==> src/rtl/pc_generator_if.sv <==
// Bus between the core front end and pc_generator: redirect/stall requests in, fetch PC and flush control out.
interface pc_generator_if;
  localparam int unsigned XLEN = 32;

  logic            stall;
  logic            branch_taken;
  logic [XLEN-1:0] branch_target;
  logic            jump;
  logic [XLEN-1:0] jump_target;
  logic [XLEN-1:0] pc;
  logic            nop;
  logic            busy;
  logic            trap;
  logic [XLEN-1:0] trap_addr;

  // Core side: issues stalls and redirects, consumes the fetch PC.
  modport master (
    output stall, branch_taken, branch_target, jump, jump_target,
    input  pc, nop, busy, trap, trap_addr
  );

  // PC generator side.
  modport slave (
    input  stall, branch_taken, branch_target, jump, jump_target,
    output pc, nop, busy, trap, trap_addr
  );
endinterface

==> src/rtl/pc_generator.sv <==
// Program-counter source: sequential fetch, stall hold, and the
// RUN -> FLUSH -> WAIT redirect sequence that matches the PC pipeline's
// flush protocol (flush pulse, ignored cycle, target accepted next).
// Optional feature macro: PC_MISALIGN_TRAP_EN -- misaligned redirect
// targets load TRAP_VEC and raise a one-cycle trap with the raw target.
module pc_generator #(
  parameter logic [31:0] RESET_PC = 32'h0000_0000,
  parameter logic [31:0] TRAP_VEC = 32'h0000_0100
) (
  input  logic          clk,
  input  logic          rst_n,
  pc_generator_if.slave bus
);

  localparam int unsigned XLEN = 32;

  typedef enum logic [1:0] {
    RUN   = 2'd0,
    FLUSH = 2'd1,
    WAIT  = 2'd2
  } state_t;

  state_t          state_q, state_d;
  logic [XLEN-1:0] pc_q, pc_d;
  logic            nop_q, nop_d;
  logic            busy_q;
  logic            redirect;
  logic [XLEN-1:0] target;

  // Branch is the older instruction, so it wins over a same-cycle jump.
  assign redirect = bus.branch_taken | bus.jump;
  assign target   = bus.branch_taken ? bus.branch_target : bus.jump_target;

`ifdef PC_MISALIGN_TRAP_EN
  logic            trap_q, trap_d;
  logic [XLEN-1:0] trap_addr_q, trap_addr_d;
`else
  wire unused_target_lsbs = ^{TRAP_VEC, target[1:0]};
`endif

  // Next-state, next-PC and flush/trap decode.
  always_comb begin
    state_d = state_q;
    pc_d    = pc_q;
    nop_d   = 1'b0;
`ifdef PC_MISALIGN_TRAP_EN
    trap_d      = 1'b0;
    trap_addr_d = trap_addr_q;
`endif
    case (state_q)
      RUN: begin
        if (redirect) begin
          nop_d   = 1'b1;
          state_d = FLUSH;
`ifdef PC_MISALIGN_TRAP_EN
          if (target[1:0] != 2'b00) begin
            pc_d        = TRAP_VEC;
            trap_d      = 1'b1;
            trap_addr_d = target;
          end else begin
            pc_d = target;
          end
`else
          pc_d = {target[XLEN-1:2], 2'b00};
`endif
        end else if (!bus.stall) begin
          pc_d = pc_q + XLEN'(4);
        end
      end
      // Inputs here come from squashed instructions and are ignored.
      FLUSH:   state_d = WAIT;
      WAIT:    state_d = RUN;
      default: state_d = RUN;
    endcase
  end

  // State and registered outputs.
  always_ff @(posedge clk or negedge rst_n) begin
    if (!rst_n) begin
      state_q <= RUN;
      pc_q    <= RESET_PC;
      nop_q   <= 1'b0;
      busy_q  <= 1'b0;
    end else begin
      state_q <= state_d;
      pc_q    <= pc_d;
      nop_q   <= nop_d;
      busy_q  <= (state_d != RUN);
    end
  end

`ifdef PC_MISALIGN_TRAP_EN
  // Trap pulse and captured offending target.
  always_ff @(posedge clk or negedge rst_n) begin
    if (!rst_n) begin
      trap_q      <= 1'b0;
      trap_addr_q <= '0;
    end else begin
      trap_q      <= trap_d;
      trap_addr_q <= trap_addr_d;
    end
  end

  assign bus.trap      = trap_q;
  assign bus.trap_addr = trap_addr_q;
`else
  assign bus.trap      = 1'b0;
  assign bus.trap_addr = '0;
`endif

  assign bus.pc   = pc_q;
  assign bus.nop  = nop_q;
  assign bus.busy = busy_q;

endmodule

==> src/flat_wrapper.sv <==
// flat-port wrapper written by rule: the top's interface ports become plain ports
module pc_generator_flat 
#(
  parameter logic [31:0] RESET_PC = 32'h0000_0000,
  parameter logic [31:0] TRAP_VEC = 32'h0000_0100
)
  (clk, rst_n, bus_stall, bus_branch_taken, bus_branch_target, bus_jump, bus_jump_target, bus_pc, bus_nop, bus_busy, bus_trap, bus_trap_addr);
  pc_generator_if bus_i ();
  input  logic clk;
  input  logic rst_n;
  input wire logic [$bits(bus_i.stall)-1:0] bus_stall;
  input wire logic [$bits(bus_i.branch_taken)-1:0] bus_branch_taken;
  input wire logic [$bits(bus_i.branch_target)-1:0] bus_branch_target;
  input wire logic [$bits(bus_i.jump)-1:0] bus_jump;
  input wire logic [$bits(bus_i.jump_target)-1:0] bus_jump_target;
  output wire logic [$bits(bus_i.pc)-1:0] bus_pc;
  output wire logic [$bits(bus_i.nop)-1:0] bus_nop;
  output wire logic [$bits(bus_i.busy)-1:0] bus_busy;
  output wire logic [$bits(bus_i.trap)-1:0] bus_trap;
  output wire logic [$bits(bus_i.trap_addr)-1:0] bus_trap_addr;
  assign bus_i.stall = bus_stall;
  assign bus_i.branch_taken = bus_branch_taken;
  assign bus_i.branch_target = bus_branch_target;
  assign bus_i.jump = bus_jump;
  assign bus_i.jump_target = bus_jump_target;
  assign bus_pc = bus_i.pc;
  assign bus_nop = bus_i.nop;
  assign bus_busy = bus_i.busy;
  assign bus_trap = bus_i.trap;
  assign bus_trap_addr = bus_i.trap_addr;
  pc_generator #(.RESET_PC(RESET_PC), .TRAP_VEC(TRAP_VEC)) u_core (.clk(clk), .rst_n(rst_n), .bus(bus_i));
endmodule
==> config.mk <==
export PLATFORM = sky130hd
export DESIGN_NAME = pc_generator_flat
export DESIGN_NICKNAME = d
export VERILOG_FILES = /design/src/rtl/pc_generator_if.sv /design/src/rtl/pc_generator.sv /design/src/flat_wrapper.sv
export SDC_FILE = /design/constraint.sdc
export NUM_CORES = 1
export LEC_CHECK = 0
export ABC_AREA = 0
export BUFFER_PORTS_ARGS = -buffer_cell sky130_fd_sc_hd__clkbuf_2
export CAP_MARGIN = 15
export CORE_ASPECT_RATIO = 0.75
export CORE_MARGIN = 2
export CORE_UTILIZATION = 50
export DETAILED_ROUTE_END_ITERATION = 8
export GPL_TIMING_DRIVEN = 0
export PLACE_DENSITY = 0.86
export SETUP_SLACK_MARGIN = 0.15
export SLEW_MARGIN = 20
export SYNTH_ARGS = -nofsm -noshare
export SYNTH_HDL_FRONTEND = slang
export SYNTH_SLANG_ARGS = --single-unit
==> constraint.sdc <==
create_clock -name clk -period 3.35 [get_ports clk]
set_input_delay 0.67 -clock clk [delete_from_list [all_inputs] [get_ports clk]]
set_output_delay 0.67 -clock clk [all_outputs]
set_load 0.01 [all_outputs]
# Word-level counts from Yosys, hierarchy flattened
# Cells that the tools add are included.
word_totals:
  reg_bits: 36
  out_inout_bits: 67
  wordCells: 18
classes:
  reduce_logical: 3
  n_eq_ne: 2
  addsub: 1
  bitwise_logic: 1
  n_mux: 7
ops:
  columns: ["op", "count"]
  rows:
  - ["two-way mux 32 bit", 3]
  - ["adder 32 x 3 -> 32 bit (second input constant)", 1]
  - ["case mux 2 bit (2 select lines)", 1]
  - ["== test 2 x 1 -> 1 bit (second input constant)", 1]
  - ["zero test 2 bit", 1]
  - ["two-way mux 1 bit", 2]
  - ["two-way mux 2 bit", 1]
  - ["!= test 2 x 1 -> 1 bit (second input constant)", 1]
  - ["AND reduction 2 bit", 1]
  - ["nonzero test 2 bit", 1]
  - ["OR 1 bit", 1]

# Depth between registers and ports, before layout
logic_depth:
  depth_word: 4
  depth_mapped: 7

# Worst setup path after synthesis
# Ideal clock, no wire load.
synth_path:
  path_kind: "input to register"
  startpoint: "input bus_branch_taken"
  endpoint: "register u_core.pc_q[27], in the netlist u_core.bus.pc[27]"
  required_ns: 3.226
  cell_stages: 6
  n_path_buf: 1
  slack_ns: 1.300
  arrival_time_ns: 1.926
  path_cell_list: "buf_2 or2_0 o21ai_1 or3_1 mux2i_1 a211o_1"
synth_between:
  elab_chain_len: 3
  elab_cells_between_ends: 5
  cone_classes: "1 x eq/ne; 2 x mux; 1 x bitwise; 1 x reduce/logical"
synth_lines:
  columns: ["element", "line", "text"]
  rows:
  - ["start, declared", "flat_wrapper.sv:12", "input wire logic [$bits(bus_i.branch_taken)-1:0] bus_branch_taken;"]
  - ["OR 1 bit", "pc_generator.sv:31", "assign redirect = bus.branch_taken | bus.jump;"]
  - ["!= test 2 x 1 -> 1 bit (no line)", null, null]
  - ["AND reduction 2 bit (no line)", null, null]
  - ["end signal, assigned", "pc_generator.sv:86", "pc_q <= pc_d;"]
  - ["end, declared", "pc_generator.sv:24", "logic [XLEN-1:0] pc_q, pc_d;"]
# Several ways; a longest one is shown, not always the timed one.
# A chain may end at the register's enable or synchronous reset.

# Worst setup path after layout
layout_path:
  startpoint: "register u_core.pc_q[2], in the netlist u_core.bus.pc[2]"
  endpoint: "register u_core.pc_q[30], in the netlist u_core.bus.pc[30]"
layout_between:
  elab_chain_len: 3
layout_lines:
  columns: ["element", "line", "text"]
  rows:
  - ["adder 32 x 3 -> 32 bit", "pc_generator.sv:67", "pc_d = pc_q + XLEN'(4);"]
  - ["two-way mux 32 bit", "pc_generator.sv:66", "end else if (!bus.stall) begin"]
  - ["two-way mux 32 bit", "pc_generator.sv:52", "if (redirect) begin"]
# Every way passes these cells. The select of a mux whose other input is x is not followed.

==> metrics.txt <==
peak supply drop 382 uV; Max Fclk 381 MHz; Resized cells post-CTS 0; Clock Skews 0.0135 ns; Detailed Route Iter0 Violations 400; Tot Pwr 0.00234 W; gpl congestion 0.943; DR WL/cell 15.9 um; Synth Area in Simple Gates 26.0%; most frequent cells in the layout 95 x clkbuf_2, 53 x nand2_1, 41 x o21ai_0; Seq cells post-synth 34; Adder-Cell Fraction of Synth Area 0.464%; switching share of power 47.2%; most common cell after layout, fill and taps aside clkbuf_2; Std-Cell Rows 23; Starting Density 51.2%; fraction of synthesized cell area in xor and xnor cells 0%; Via Count 3295; layout cells sized above 1 29.0%; share of power burned in registers 38.0%; largest family of logic cells by synthesized area compound AO/OA/AOI/OAI gates; Worst-path clk slew 0.09 ns; vias per inst 5.70; Worst setup EP type register; I/O pins 136; Crit Path Max Fanout 6; final setup vio count 0; number of synthesized flops with an enable pin 0; I/O Buffers 95; Max clock buf depth 2; root buf cell clkbuf_8; combinational fraction of design power 45.2%; largest net degree at the start of global routing 35; Post-Syn Instances 366; final setup margin 0.726 ns; Post-Route WL 9.18 mm; ys async rst share 100%; H-tree Lvls 2; worst hold path type in2async; Int Power 0.00124 W; Avg Cell Area, Syn 7.36 um2; Worst Path Required 3.50 ns; Layout Nets 572; CTS tree done; max-cap violations 0; Area growth syn-to-layout 29.9%; Hold Vio Cnt, Final 0; dpl ws 0.701 ns; core area 0.00527 mm2; vias in the first global route 2824; RSZ-0062 raised after global routing false; Synth Warn # 0; Pre-antenna DRT Iters 6; DIE WIDTH 88.8 um; multiplexer share of the synthesized area 1.53%; Cell Pwr Density 670 mW/mm2; setup bufs post-CTS 0; Worst-Margin Slew 1.11 ns; DR DRC count 0; Area contributors post-synth dfrtp_1 32%, buf_4 9.7%, o21ai_0 7.6%; Slew HR 25.4%; post-route ant nets 0; antenna cells 0; register area share after synthesis 31.6%; initial antenna violation count 0; area share of the largest cell type after synthesis 31.6%; synthesized area 0.00270 mm2; fin crit share 78.3%; switching power 0.00111 W; CP Class reg2reg; CTS Sinks 34; chip height 67.6 um; Worst EP arrival 2.77 ns; post-synthesis compound-gate area fraction 26.1%; TritonCTS buffer count 5; Clk Latency, worst-skew pair 0.30 ns; Clk pwr share 16.8%; status completed; synth unique cells 51; first-pass GRT wire length 14.0 mm; fin crit period 2.62 ns; Lkg Pwr 1.69 nW; gr ovfl total 0; Synth area leader dfrtp_1; Fin Setup TNS 0 ns; max-slew violation count 0; Hold Buf Count CTS 0; HPWL Detailed 6.84 mm; Post-synth top flop dfrtp_1; die area 0.00600 mm2; Startpoint Class register; GRT Total Usage 30.6%
-- layer usage --
layer	wire length, um	vias up	global-route usage (%)
li1	-	1533	-
met1	3740	1492	42.0
met2	4130	254	47.7
met3	1210	16	8.68
met4	93	0	7.20
met5	0	-	0
-- state kept, by name (all words and copies together), names as in the netlist --
| signal | flops |
|---|---|
| u_core.bus.busy | 1 |
| u_core.bus.nop | 1 |
| u_core.bus.pc | 30 |
| u_core.state_q | 2 |
-- path summary, 6_finish.rpt --
path                                         startpoint                            end  slack [ns]  depth (start not counted)
max reg2reg                u_core.bus.pc[2]$_DFFE_PN0P_  u_core.bus.pc[30]$_DFFE_PN0P_        0.73                          6
min                                               rst_n  u_core.bus.pc[15]$_DFFE_PN0P_        0.48                          1
max in group asynchronous                         rst_n   u_core.bus.pc[3]$_DFFE_PN0P_        2.31                          1
min reg2reg                 u_core.state_q[1]$_DFF_PN0_       u_core.bus.nop$_DFF_PN0_        0.49                          1
max                        u_core.bus.pc[2]$_DFFE_PN0P_  u_core.bus.pc[30]$_DFFE_PN0P_        0.73                          6
min in group clk            u_core.state_q[1]$_DFF_PN0_       u_core.bus.nop$_DFF_PN0_        0.49                          1
-- stage by stage --
| step | cell area [um2] | utilization (%) | cells | hold WS [ns] |
|---|---|---|---|---|
| 2_1_floorplan | 2820 | - | 400 | 0.374 |
| 4_1_cts | 3500 | 66.5 | 578 | 0.497 |
| 3_5_place_dp | 3390 | 64.4 | 570 | 0.486 |
| 6_report | 3500 | 66.5 | 578 | 0.477 |
| 5_1_grt | 3500 | 66.5 | 578 | 0.528 |
| 3_3_place_gp | 3390 | 64.4 | 570 | 0.468 |
-- cell families after synthesis --
group	Yosys count
AO/OA/AOI/OAI	113
adder cells (fa/ha/maj)	1
buffers and inverters	67
flip-flops	34
multiplexers	4
other	1
AND/OR/NAND/NOR	146
-- synth_stat cells (8+ instances only) --
cell type	count
a31oi_1	8
buf_4	35
nand3_1	13
nand2_1	53
inv_1	12
nor2_1	37
a21oi_1	24
clkbuf_1	17
dfrtp_1	34
nor3_1	10
o21ai_0	41
nand4_1	11
-- critical path, cell delays in order (launching register included) --
cell	delay, ns
dfrtp_1	0.43
ha_1	0.27
nand4_1	0.32
nor4_1	1.03
a31oi_1	0.17
o21ai_0	0.17
o21ai_0	0.09
-- final cells by class --
| class | instances | area, um2 |
|---|---|---|
| Fill cell | 492 | 1770 |
| Clock inverter | 3 | 40.0 |
| Sequential cell | 34 | 851 |
| Timing Repair Buffer | 95 | 475 |
| Inverter | 12 | 45.0 |
| Multi-Input combinational cell | 299 | 1590 |
| Clock buffer | 5 | 68.8 |
| Tap cell | 75 | 93.8 |
| Buffer | 55 | 339 |
-- power by group through the flow --
stage	Clock, W	Sequential [W]	Combinational, W
final	0.000394	0.000891	0.00106
after global routing	0.000407	0.000921	0.00116
after CTS	0.000383	0.000878	0.00104
after detailed placement	0	0.000885	0.00103
after global placement	0	0.000877	0.00101
after floorplan	0	0.000914	0.000546
Note: power is estimated with default switching activity, not from simulation.
